==> src/rtl/apb_ucpd_bmc_tx.sv <==
// apb_ucpd_bmc_tx: UCPD transmit line stage.
// Serialises 5-bit line symbols (LSB first) into a BMC waveform on the half-bit
// strobe from the UCPD clock generator. An optional preamble comes first and a
// three-tick closing tail comes last.
// Build option: define UCPD_TX_PREAMBLE_EN to send PREAMBLE_BITS alternating
// bits (first bit 0) before the data. Without it, IDLE goes straight to DATA.
// Ports:
//   ic_clk, ic_rst            clock, synchronous active-high reset
//   hbit_clk_red              half-bit strobe (one ic_clk wide), the line "tick"
//   tx_start, tx_abort        frame start request / abort into TAIL
//   sym_data/valid/last/ready symbol handshake (accept on valid & ready)
//   bmc_out, bmc_oe           line level and driver enable
//   bmc_en                    busy (state != IDLE)
//   tx_done, tx_underrun      one-cycle status pulses
module apb_ucpd_bmc_tx #(
   parameter int unsigned SYM_W         = 5,
   parameter int unsigned PREAMBLE_BITS = 64
) (
   input  logic             ic_clk,
   input  logic             ic_rst,
   input  logic             hbit_clk_red,
   input  logic             tx_start,
   input  logic             tx_abort,
   input  logic [SYM_W-1:0] sym_data,
   input  logic             sym_valid,
   input  logic             sym_last,
   output logic             sym_ready,
   output logic             bmc_out,
   output logic             bmc_oe,
   output logic             bmc_en,
   output logic             tx_done,
   output logic             tx_underrun
);

   localparam int unsigned BCNT_W = (SYM_W > 1) ? $clog2(SYM_W) : 1;

   typedef enum logic [1:0] {
      ST_IDLE = 2'd0,
      ST_PRE  = 2'd1,
      ST_DATA = 2'd2,
      ST_TAIL = 2'd3
   } state_t;

   state_t             state_q, state_d;
   logic               phase_q, phase_d;
   logic               bmc_out_q, bmc_out_d;
   logic               bmc_oe_q, bmc_oe_d;
   logic               bmc_en_q, bmc_en_d;
   logic               tx_done_q, tx_done_d;
   logic               tx_underrun_q, tx_underrun_d;
   logic               sym_ready_q, sym_ready_d;
   logic               start_pend_q, start_pend_d;
   logic [SYM_W-1:0]   hold_data_q, hold_data_d;
   logic               hold_last_q, hold_last_d;
   logic               hold_valid_q, hold_valid_d;
   logic [SYM_W-1:0]   shift_data_q, shift_data_d;
   logic               shift_last_q, shift_last_d;
   logic               shift_valid_q, shift_valid_d;
   logic [BCNT_W-1:0]  bit_cnt_q, bit_cnt_d;
   logic [1:0]         tail_cnt_q, tail_cnt_d;

   logic               accept;
   logic               hold_avail;
   logic [SYM_W-1:0]   hold_data_eff;
   logic               hold_last_eff;
   logic               start_go;
   logic               start_boundary;
   logic               data_boundary;
   logic               abort_go;

`ifdef UCPD_TX_PREAMBLE_EN
   localparam int unsigned PCNT_W = 7;
   logic [PCNT_W-1:0]  pre_cnt_q, pre_cnt_d;
   assign start_boundary = 1'b0;
`else
   logic               unused_pre_cfg;
   assign unused_pre_cfg = |PREAMBLE_BITS;
   assign start_boundary = start_go;
`endif

   // Hold accepts after a start request and while the frame is sending data.
   assign accept = sym_valid & ~hold_valid_q &
                   (((state_q == ST_IDLE) & start_pend_q) |
                    (state_q == ST_PRE) | (state_q == ST_DATA));

   // A symbol accepted on this edge is usable by a coincident bit boundary.
   assign hold_avail    = hold_valid_q | accept;
   assign hold_data_eff = hold_valid_q ? hold_data_q : sym_data;
   assign hold_last_eff = hold_valid_q ? hold_last_q : sym_last;

   assign start_go      = hbit_clk_red & start_pend_q & ~tx_abort & (state_q == ST_IDLE);
   assign data_boundary = start_boundary |
                          (hbit_clk_red & ~tx_abort & (state_q == ST_DATA) & ~phase_q);
   // TAIL is already closing the line, so abort only acts before it.
   assign abort_go      = tx_abort & (state_q != ST_IDLE) & (state_q != ST_TAIL);

   // Next-state and output logic.
   always_comb begin
      state_d       = state_q;
      phase_d       = phase_q;
      bmc_out_d     = bmc_out_q;
      bmc_oe_d      = bmc_oe_q;
      tx_done_d     = 1'b0;
      tx_underrun_d = 1'b0;
      start_pend_d  = start_pend_q;
      hold_data_d   = hold_data_q;
      hold_last_d   = hold_last_q;
      hold_valid_d  = hold_valid_q;
      shift_data_d  = shift_data_q;
      shift_last_d  = shift_last_q;
      shift_valid_d = shift_valid_q;
      bit_cnt_d     = bit_cnt_q;
      tail_cnt_d    = tail_cnt_q;
`ifdef UCPD_TX_PREAMBLE_EN
      pre_cnt_d     = pre_cnt_q;
`endif

      if (accept) begin
         hold_valid_d = 1'b1;
         hold_data_d  = sym_data;
         hold_last_d  = sym_last;
      end

      case (state_q)
         ST_IDLE: begin
            if (tx_abort) begin
               start_pend_d = 1'b0;
            end else if (start_go) begin
               start_pend_d = 1'b0;
               bmc_oe_d     = 1'b1;
`ifdef UCPD_TX_PREAMBLE_EN
               state_d      = ST_PRE;
               pre_cnt_d    = '0;
               bmc_out_d    = ~bmc_out_q;
               phase_d      = 1'b1;
`else
               state_d      = ST_DATA;
`endif
            end else if (tx_start) begin
               start_pend_d = 1'b1;
            end
         end

`ifdef UCPD_TX_PREAMBLE_EN
         ST_PRE: begin
            if (hbit_clk_red) begin
               if (!phase_q) begin
                  bmc_out_d = ~bmc_out_q;
                  phase_d   = 1'b1;
               end else begin
                  // Preamble bit k carries k[0].
                  if (pre_cnt_q[0]) bmc_out_d = ~bmc_out_q;
                  phase_d = 1'b0;
                  if (pre_cnt_q == PCNT_W'(PREAMBLE_BITS - 1)) begin
                     state_d   = ST_DATA;
                     pre_cnt_d = '0;
                  end else begin
                     pre_cnt_d = pre_cnt_q + PCNT_W'(1);
                  end
               end
            end
         end
`endif

         ST_DATA: begin
            // Second half-bit: mid-bit transition for a 1, then advance.
            if (hbit_clk_red && phase_q) begin
               if (shift_data_q[0]) bmc_out_d = ~bmc_out_q;
               phase_d      = 1'b0;
               shift_data_d = shift_data_q >> 1;
               if (bit_cnt_q == BCNT_W'(SYM_W - 1)) begin
                  bit_cnt_d     = '0;
                  shift_valid_d = 1'b0;
                  if (shift_last_q) begin
                     state_d    = ST_TAIL;
                     tail_cnt_d = 2'd0;
                  end
               end else begin
                  bit_cnt_d = bit_cnt_q + BCNT_W'(1);
               end
            end
         end

         ST_TAIL: begin
            if (hbit_clk_red) begin
               case (tail_cnt_q)
                  2'd0: begin
                     bmc_out_d  = ~bmc_out_q;
                     tail_cnt_d = 2'd1;
                  end
                  2'd1: begin
                     bmc_out_d  = 1'b0;
                     tail_cnt_d = 2'd2;
                  end
                  default: begin
                     bmc_oe_d   = 1'b0;
                     tx_done_d  = 1'b1;
                     state_d    = ST_IDLE;
                     tail_cnt_d = 2'd0;
                  end
               endcase
            end
         end

         default: begin
         end
      endcase

      // Bit boundary in DATA (also the very first tick when there is no preamble).
      if (data_boundary) begin
         if (shift_valid_q) begin
            bmc_out_d = ~bmc_out_q;
            phase_d   = 1'b1;
         end else if (hold_avail) begin
            shift_data_d  = hold_data_eff;
            shift_last_d  = hold_last_eff;
            shift_valid_d = 1'b1;
            hold_valid_d  = 1'b0;
            bit_cnt_d     = '0;
            bmc_out_d     = ~bmc_out_q;
            phase_d       = 1'b1;
         end else begin
            // Nothing to send: close the frame without a boundary toggle.
            tx_underrun_d = 1'b1;
            state_d       = ST_TAIL;
            tail_cnt_d    = 2'd0;
            phase_d       = 1'b0;
         end
      end

      // Abort overrides any tick or accept in the same cycle.
      if (abort_go) begin
         state_d       = ST_TAIL;
         tail_cnt_d    = 2'd0;
         phase_d       = 1'b0;
         bmc_out_d     = bmc_out_q;
         tx_underrun_d = 1'b0;
         hold_valid_d  = 1'b0;
         shift_valid_d = 1'b0;
         shift_data_d  = '0;
         bit_cnt_d     = '0;
`ifdef UCPD_TX_PREAMBLE_EN
         pre_cnt_d     = '0;
`endif
      end

      bmc_en_d    = (state_d != ST_IDLE);
      sym_ready_d = ~hold_valid_d;
   end

   // State register.
   always_ff @(posedge ic_clk) begin
      if (ic_rst) begin
         state_q       <= ST_IDLE;
         phase_q       <= 1'b0;
         bmc_out_q     <= 1'b0;
         bmc_oe_q      <= 1'b0;
         bmc_en_q      <= 1'b0;
         tx_done_q     <= 1'b0;
         tx_underrun_q <= 1'b0;
         sym_ready_q   <= 1'b1;
         start_pend_q  <= 1'b0;
         hold_data_q   <= '0;
         hold_last_q   <= 1'b0;
         hold_valid_q  <= 1'b0;
         shift_data_q  <= '0;
         shift_last_q  <= 1'b0;
         shift_valid_q <= 1'b0;
         bit_cnt_q     <= '0;
         tail_cnt_q    <= 2'd0;
`ifdef UCPD_TX_PREAMBLE_EN
         pre_cnt_q     <= '0;
`endif
      end else begin
         state_q       <= state_d;
         phase_q       <= phase_d;
         bmc_out_q     <= bmc_out_d;
         bmc_oe_q      <= bmc_oe_d;
         bmc_en_q      <= bmc_en_d;
         tx_done_q     <= tx_done_d;
         tx_underrun_q <= tx_underrun_d;
         sym_ready_q   <= sym_ready_d;
         start_pend_q  <= start_pend_d;
         hold_data_q   <= hold_data_d;
         hold_last_q   <= hold_last_d;
         hold_valid_q  <= hold_valid_d;
         shift_data_q  <= shift_data_d;
         shift_last_q  <= shift_last_d;
         shift_valid_q <= shift_valid_d;
         bit_cnt_q     <= bit_cnt_d;
         tail_cnt_q    <= tail_cnt_d;
`ifdef UCPD_TX_PREAMBLE_EN
         pre_cnt_q     <= pre_cnt_d;
`endif
      end
   end

   assign bmc_out     = bmc_out_q;
   assign bmc_oe      = bmc_oe_q;
   assign bmc_en      = bmc_en_q;
   assign tx_done     = tx_done_q;
   assign tx_underrun = tx_underrun_q;
   assign sym_ready   = sym_ready_q;

endmodule

==> config.mk <==
export PLATFORM = sky130hd
export DESIGN_NAME = apb_ucpd_bmc_tx
export DESIGN_NICKNAME = d
export VERILOG_FILES = /design/src/rtl/apb_ucpd_bmc_tx.sv
export SDC_FILE = /design/constraint.sdc
export NUM_CORES = 1
export LEC_CHECK = 0
export CORE_UTILIZATION = 45
export DETAILED_ROUTE_END_ITERATION = 12
export PLACE_DENSITY = 0.67
export SETUP_SLACK_MARGIN = 0.4
export SYNTH_ARGS = -nofsm -noshare
export SYNTH_HDL_FRONTEND = slang
export SYNTH_SLANG_ARGS = --single-unit
==> constraint.sdc <==
create_clock -name ic_clk -period 2.05 [get_ports ic_clk]
set_clock_uncertainty 0.2 [all_clocks]
set_input_delay 0.3075 -clock ic_clk [delete_from_list [all_inputs] [get_ports ic_clk]]
set_output_delay 0.3075 -clock ic_clk [all_outputs]
set_load 0.02 [all_outputs]
==> Word-level counts from Yosys, hierarchy flattened <==
Cells that the tools add are included.
{ "totals": {"out_inout_bits": 6, "regBits": 29} }
{ "op_classes": {"n_mux": 68, "n_eq_ne": 10, "n_bitwise": 24, "add_sub_neg": 1, "n_reduce_logical": 17} }
{ "op_table": {"columns": ["cell", "n"], "rows": [
  ["2-bit 2-to-1 mux", 18],
  ["1-bit 2-to-1 mux", 32],
  ["5-bit 2-to-1 mux", 6],
  ["3-bit 2-to-1 mux", 6],
  ["1-bit AND", 11],
  ["2-bit != test, second input constant", 5],
  ["2-bit nonzero test", 5],
  ["1-bit NOT", 9],
  ["2-bit case mux with 2 select lines", 2],
  ["1-bit case mux with 2 select lines", 3],
  ["2-bit case mux with 3 select lines", 1],
  ["5-bit AND reduction", 1],
  ["2-bit by 1-bit == test with 1-bit output, second input constant", 2],
  ["2-bit == test, second input constant", 2],
  ["2-bit zero test", 2],
  ["1-bit OR", 4],
  ["2-bit AND reduction", 2],
  ["2-bit OR reduction", 2],
  ["4-bit OR reduction", 1],
  ["3-bit by 1-bit adder with 3-bit output, second input constant", 1],
  ["3-bit == test, second input constant", 1],
  ["3-bit AND reduction", 1],
  ["3-bit nonzero test", 1],
  ["3-bit OR reduction", 1],
  ["1-bit logical AND", 1]
]} }

==> Longest topological paths before layout <==
Gate-level depths: netlist of run 1.
{ "logic_depth": {"ltp_word": 11, "mapped_depth": 7} }

==> Worst setup path after synthesis of run 1 <==
No wires, ideal clock.
{ "synth_timing": {"path_kind": "register to register", "startpoint": "reg state_q[0]", "endpoint": "reg bmc_out_q (netlist: bmc_out)", "setup_ns": 0.070, "n_path_buf": 1, "arrival_ns": 1.464, "stages_incl_launch_ff": 7, "slack_ns": 0.316, "required_time_ns": 1.780, "path_cell_list": "dfxtp_1 -> buf_6 -> or3_4 -> a31oi_4 -> a21oi_1 -> or3_1 -> a21oi_1"} }
{ "synth_between": {"elab_chain_len": 9} }
{ "synth_lines": {"columns": ["element", "line_no", "text"], "rows": [
  ["start, declared", "44", "state_t state_q, state_d;"],
  ["start signal, assigned", "275", "state_q <= state_d;"],
  ["2-bit zero test", "83, 91", null],
  ["1-bit AND", "83", "(((state_q == ST_IDLE) & start_pend_q) |"],
  ["1-bit OR", "83", null],
  ["1-bit OR", "84", "(state_q == ST_PRE) | (state_q == ST_DATA));"],
  ["1-bit AND", "82", "assign accept = sym_valid & ~hold_valid_q &"],
  ["1-bit OR", "87", "assign hold_avail = hold_valid_q | accept;"],
  ["1-bit 2-to-1 mux", "214", "end else if (hold_avail) begin"],
  ["1-bit 2-to-1 mux", "211", "if (shift_valid_q) begin"],
  ["1-bit 2-to-1 mux", "210", "if (data_boundary) begin"],
  ["end signal, assigned", "277", "bmc_out_q <= bmc_out_d;"],
  ["end, declared", "46", "logic bmc_out_q, bmc_out_d;"]
]} }
Several ways; a longest one is shown, not always the timed one.
A chain may end at the register's enable or synchronous reset.

==> Worst setup path after layout of run 1 <==
{ "layout_timing": {"startpoint": "reg state_q[1]", "endpoint": "reg bmc_out_q (netlist: bmc_out)"} }
The elaborated chain is that of the path after synthesis.

==> flow_summary.json, run 1 <==
{
  "status": "completed",
  "rows": 19,
  "p_leak_uw": 0.000747,
  "critPathKind": "flop to flop",
  "drc": 0,
  "n_antenna_cell": 0,
  "drive_gt1_share_pct": 30.4,
  "hpwl_um": 2120,
  "start_util_pct": 47.8,
  "syn-num-nets": 163,
  "antenna_found_initial": 0,
  "grtUsageTotal_pct": 21.2,
  "finalSetupViolCount": 0,
  "final_util_pct": 67.5,
  "hold_slack_ps": 294,
  "core_sq_um": 2780,
  "vias": 1230,
  "final_nets": 204,
  "netlist.area_leader.share_pct": 43.7,
  "final_common_cell": "dfxtp_1",
  "ys.flop_type": "dfxtp_1",
  "cp_max_fo": 3,
  "cts_made_buffers": 5,
  "min_period_over_period_pct": 88.5,
  "grt-ovfl-total": 0,
  "die_area_sq_um": 3180,
  "io_buffer_count": 17,
  "ctsHoldBuffers": 0,
  "totalWireLength_um": 3100,
  "die_h_um": 56.4,
  "relSlewSlack_pct": 74.9,
  "clock.fmax_mhz": 551,
  "synth_area_per_cell_sq_um": 8.93,
  "hold_viol": 0,
  "clk_path_buf_depth": 2,
  "worstPathRequired_ps": 2100,
  "synth-seq-cells": 29,
  "cts_num_sinks": 29,
  "dp_cells": 201,
  "critPathLaunchType": "flop",
  "grt_pass1_wl_um": 5090,
  "slew_violations": 0,
  "cts_tree": "yes",
  "synth_area_sq_um": 1330,
  "yosysSeqAreaShare_pct": 43.7,
  "cts_htree_levels": 2,
  "synthArstFlopShare_pct": 0,
  "area_delta_synth_final_pct": 41.1,
  "syn_inst": 149,
  "synth.distinct_cells": 38,
  "ioPinCount": 18,
  "worstMarginPinSlew_ps": 376,
  "place_ws_ps": -69.9,
  "yosys_warnings": 0,
  "synthTopCellsByArea": "dfxtp_1, mux2i_1, nor2_1",
  "clock-root-buffer": "clkbuf_4",
  "fin_crit_ps": 1810,
  "layout_common_cells": "dfxtp_1, buf_4, nor2_1",
  "first_pass_iters": 4,
  "vias_per_cell": 5.54,
  "clk_pin_slew_ps": 90,
  "ir_worst_vdd_mv": 0.822,
  "clock_latency_ps": 320,
  "place_congestion": 0.858,
  "die_w_um": 56.4,
  "avgRoutedWirePerCell_um": 14.0,
  "p_per_area_nw_per_um2": 1040,
  "drt_iter0_drc": 81,
  "rsz0062_at_grt": "yes",
  "setup_ws_ps": 235,
  "grt_max_degree": 12,
  "final_cell_count_no_fill": 222,
  "grt_pass1_vias": 1139,
  "synth-edff-count": 0,
  "yosysTopAreaCell": "dfxtp_1",
  "postRouteAntennaNets": 0,
  "cp-end-kind": "flop",
  "drv_cap": 0,
  "critical_path_arrival_ps": 1870,
  "hold_class": "flop to flop"
}
registers in the layout (all words and copies together), names as in the netlist:
signal and count:
bmc_en 1, shift_data_q 5, bmc_out 1, hold_last_q 1
bit_cnt_q 3, shift_valid_q 1, hold_valid_q 1, hold_data_q 5
bmc_oe 1, tail_cnt_q 2, start_pend_q 1, tx_done 1
shift_last_q 1, phase_q 1, state_q 2, sym_ready 1
tx_underrun 1
stage by stage:
step                setup TNS, ps  total power [uW]  cell area (sq um)
global route                    0              2050               1880
floorplan                       0              1090               1330
global placement             -223              1220               1580
finish                          0              1950               1880
detailed placement           -474              1230               1580
CTS                             0              1820               1770
layer usage:
metal	track usage, %	wire, um
met5	0	0
met4	11.5	68
met3	5.07	145
met2	31.3	1470
met1	28.4	1420
logic make-up (layout without fill, tap and decap cells):
family	count (synthesis)	after routing	synth area share, %
mux	13	13	9.88
compound gates	38	38	19.0
flops	29	29	43.7
simple gates	55	55	20.7
buf+inv	11	53	4.23
xor+xnor	1	1	0.659
fa+ha+maj	2	2	1.88
timing repair:
item                       4_1_cts  5_1_grt
pin swaps                        8        6
gates cloned                     0        1
setup buffers                    7        5
resized for setup               26       19
setup endpoints to repair       31       26
layout make-up:
cell class                      count  area, sq um
Multi-Input combinational cell    109          790
Tap cell                           31         38.8
Clock inverter                      1         30.0
Inverter                            5         18.8
Clock buffer                        7         55.1
Sequential cell                    29          591
Fill cell                         223          905
Timing Repair Buffer               40          354
critical path, stage by stage, from the launching register on:
cell     delay (ps)
dfxtp_4         360
or3_4           410
a31oi_4         200
a21oi_2          80
or3_1           370
a21oi_2         140
power by group:
part | leakage, uW | switching, uW | internal (uW)
registers | 0.000238 | 67.4 | 647
logic | 0.000463 | 371 | 377
clock network | 0.0000455 | 196 | 291
synthesized netlist by cell type, types with 2 or more instances:
master,n
ha_1,2
a21oi_1,11
dfxtp_1,29
nand3_1,4
o22ai_1,5
nand2_1,13
a22oi_1,8
inv_1,5
nor3b_1,3
nor2_1,20
nand2b_1,2
o21ai_0,7
buf_2,3
mux2i_1,12
nor2b_1,2
worst paths after layout:
kind	from	end	slack, ps	cells after the start
min reg2reg	shift_data_q[4]	shift_data_q[4]	290	2
max reg2reg	state_q[1]	bmc_out	240	5
min	shift_data_q[4]	shift_data_q[4]	290	2
max	state_q[1]	bmc_out	240	5
Note: power is estimated with default switching activity, not from simulation.
==> run 2: changes to the inputs <==
- CAP_MARGIN: default -> 20
- clock period: 2.05 -> 1.8 ns (I/O delays scaled with it)
==> run 2 against run 1 <==
Effect of this change: routed wire length increased by 7.8%; combinational power increased by 13%; register-to-register slack got worse by 220 ps; highest routed layer unchanged.
==> flow_summary.json, run 2 (synthesis gave the netlist of run 1 again) <==
{
  "p_leak_uw": 0.000736,
  "min_period_over_period_pct": 99.2,
  "die_area_sq_um": 3180,
  "cts_num_sinks": 29,
  "ir_worst_vdd_mv": 0.965,
  "io_buffer_count": 17,
  "grt.busiest_layer": "met2",
  "hold_class": "flop to flop",
  "rsz0062_at_grt": "yes",
  "grt_util_met2_pct": 33.7,
  "met3_usage_pct": 5.76,
  "place_ws_ps": -296,
  "die_h_um": 56.4,
  "cp_cell_sequence": "or3_4, a31oi_4, a21oi_2, or3_1, a21oi_1",
  "postRouteAntennaNets": 0,
  "n_antenna_cell": 0,
  "clk_path_buf_depth": 2,
  "crit_path_top_delay_cell": "dfxtp_4",
  "avgRoutedWirePerCell_um": 14.9,
  "cts_made_buffers": 5,
  "status": "completed",
  "antenna_found_initial": 0,
  "p_per_area_nw_per_um2": 1090,
  "grt_pass1_vias": 1185,
  "finalSetupViolCount": 0,
  "p_total_uw": 2080,
  "rows": 19,
  "grtUsageTotal_pct": 21.8,
  "place_congestion": 0.918,
  "drive_gt1_share_pct": 40.9,
  "clock-root-buffer": "clkbuf_4",
  "hpwl_um": 2160,
  "drc": 0,
  "grt-ovfl-total": 0,
  "totalWireLength_um": 3340,
  "grt_max_degree": 12,
  "hold_start": "shift_data_q[4]",
  "vias": 1252,
  "crit_start": "state_q[1]",
  "relSlewSlack_pct": 70.8,
  "vias_per_cell": 5.59,
  "first_pass_iters": 4,
  "drv_cap": 0,
  "cts_htree_levels": 2,
  "worstPathRequired_ps": 1870,
  "clock.fmax_mhz": 560,
  "layout_common_cells": "dfxtp_1, buf_4, nor2_1",
  "grt_pass1_wl_um": 5240,
  "seq_area_sq_um": 589,
  "worstReg2RegEnd": "bmc_out",
  "die_w_um": 56.4,
  "final_common_cell": "dfxtp_1",
  "critPathLaunchType": "flop",
  "fillers": 210,
  "reg_top3": "hold_data_q x5, shift_data_q x5, bit_cnt_q x3",
  "start_util_pct": 47.8,
  "min_path_cells": 2,
  "grt_use_met1_pct": 28.0,
  "hold_viol": 0,
  "cts_tree": "yes",
  "fin_crit_ps": 1790,
  "slowest_delay_ps": 380,
  "worstMarginPinSlew_ps": 436,
  "whs_endpoint": "shift_data_q[4]",
  "timing.rr.start": "state_q[1]",
  "area_delta_synth_final_pct": 43.5,
  "clock_latency_ps": 350,
  "cp-end-kind": "flop",
  "path_delay_family": "simple AND/OR/NAND/NOR gates",
  "final_nets": 206,
  "r2r_cells": 5,
  "r2r_setup_slack_ps": 10,
  "ctsHoldBuffers": 0,
  "setup_ws_ps": 13.6,
  "critical_path_arrival_ps": 1860,
  "cp_max_fo": 6,
  "critPathKind": "flop to flop",
  "slew_violations": 0,
  "cp.buffers_inverters": 0,
  "clk_pin_slew_ps": 110,
  "multi_input_area_sq_um": 845,
  "ioPinCount": 18,
  "drt_iter0_drc": 39,
  "core_sq_um": 2780
}
-- run 2: cell count changes in the layout (fill, tap and decap cells not counted), moves of 4 or more --
cell           delta
a22oi_1           -4
a22oi_2           +4
buf_2             +4
dlygate4sd2_1     -5
-- run 2: cell type report --
class	count	share of cell area, %
Clock inverter	3	0.918
Tap cell	31	2.03
Timing Repair Buffer	42	19.0
Sequential cell	29	30.9
Inverter	5	0.984
Clock buffer	5	1.97
Multi-Input combinational cell	109	44.3
-- run 2: what timing repair did --
item,in CTS,in global routing
gates cloned,1,0
pin swaps,8,7
buffers inserted,4,1
endpoints found under the setup margin,33,33
gates resized for setup,36,36
-- run 2: how the worst max path moves through the flow --
stage                                  to  slack (ps)  cells past startpoint
after global routing              bmc_out         -40                      6
after global placement    shift_data_q[1]        -220                      6
final                             bmc_out          10                      5
after detailed placement  shift_data_q[3]        -300                      6
after floorplan                   bmc_out          90                      6
after CTS                         bmc_out           7                      5
-- run 2: where the power goes --
part	total (uW)	switching [uW]	internal (uW)
combinational	850	424	426
clock	397	250	147
sequential	832	95.6	737
total	2080	770	1310
-- run 2: metrics by stage --
step	instances	utilization (%)	instance area [sq um]	hold WS, ps	TNS (ps)
3_5_place_dp	210	59.3	1650	272	-4020
3_3_place_gp	210	59.3	1650	267	-2970
2_1_floorplan	149	-	1340	139	0
6_report	224	68.6	1910	298	0
4_1_cts	223	65.0	1810	292	0
5_1_grt	224	68.6	1910	307	-55.1
-- run 2: per-layer routing --
metal  part of all wire, %  up-vias
li1                      -      625
met1                    45      587
met2                    49       33
met3                   3.9        7
met4                   2.4        0
met5                     0        -
-- run 2: worst min-delay path: cells and delay by family (launching register included) --
kind	cells	cell delay [ps]
flops	1	340
compound gates	1	60
simple gates	1	60
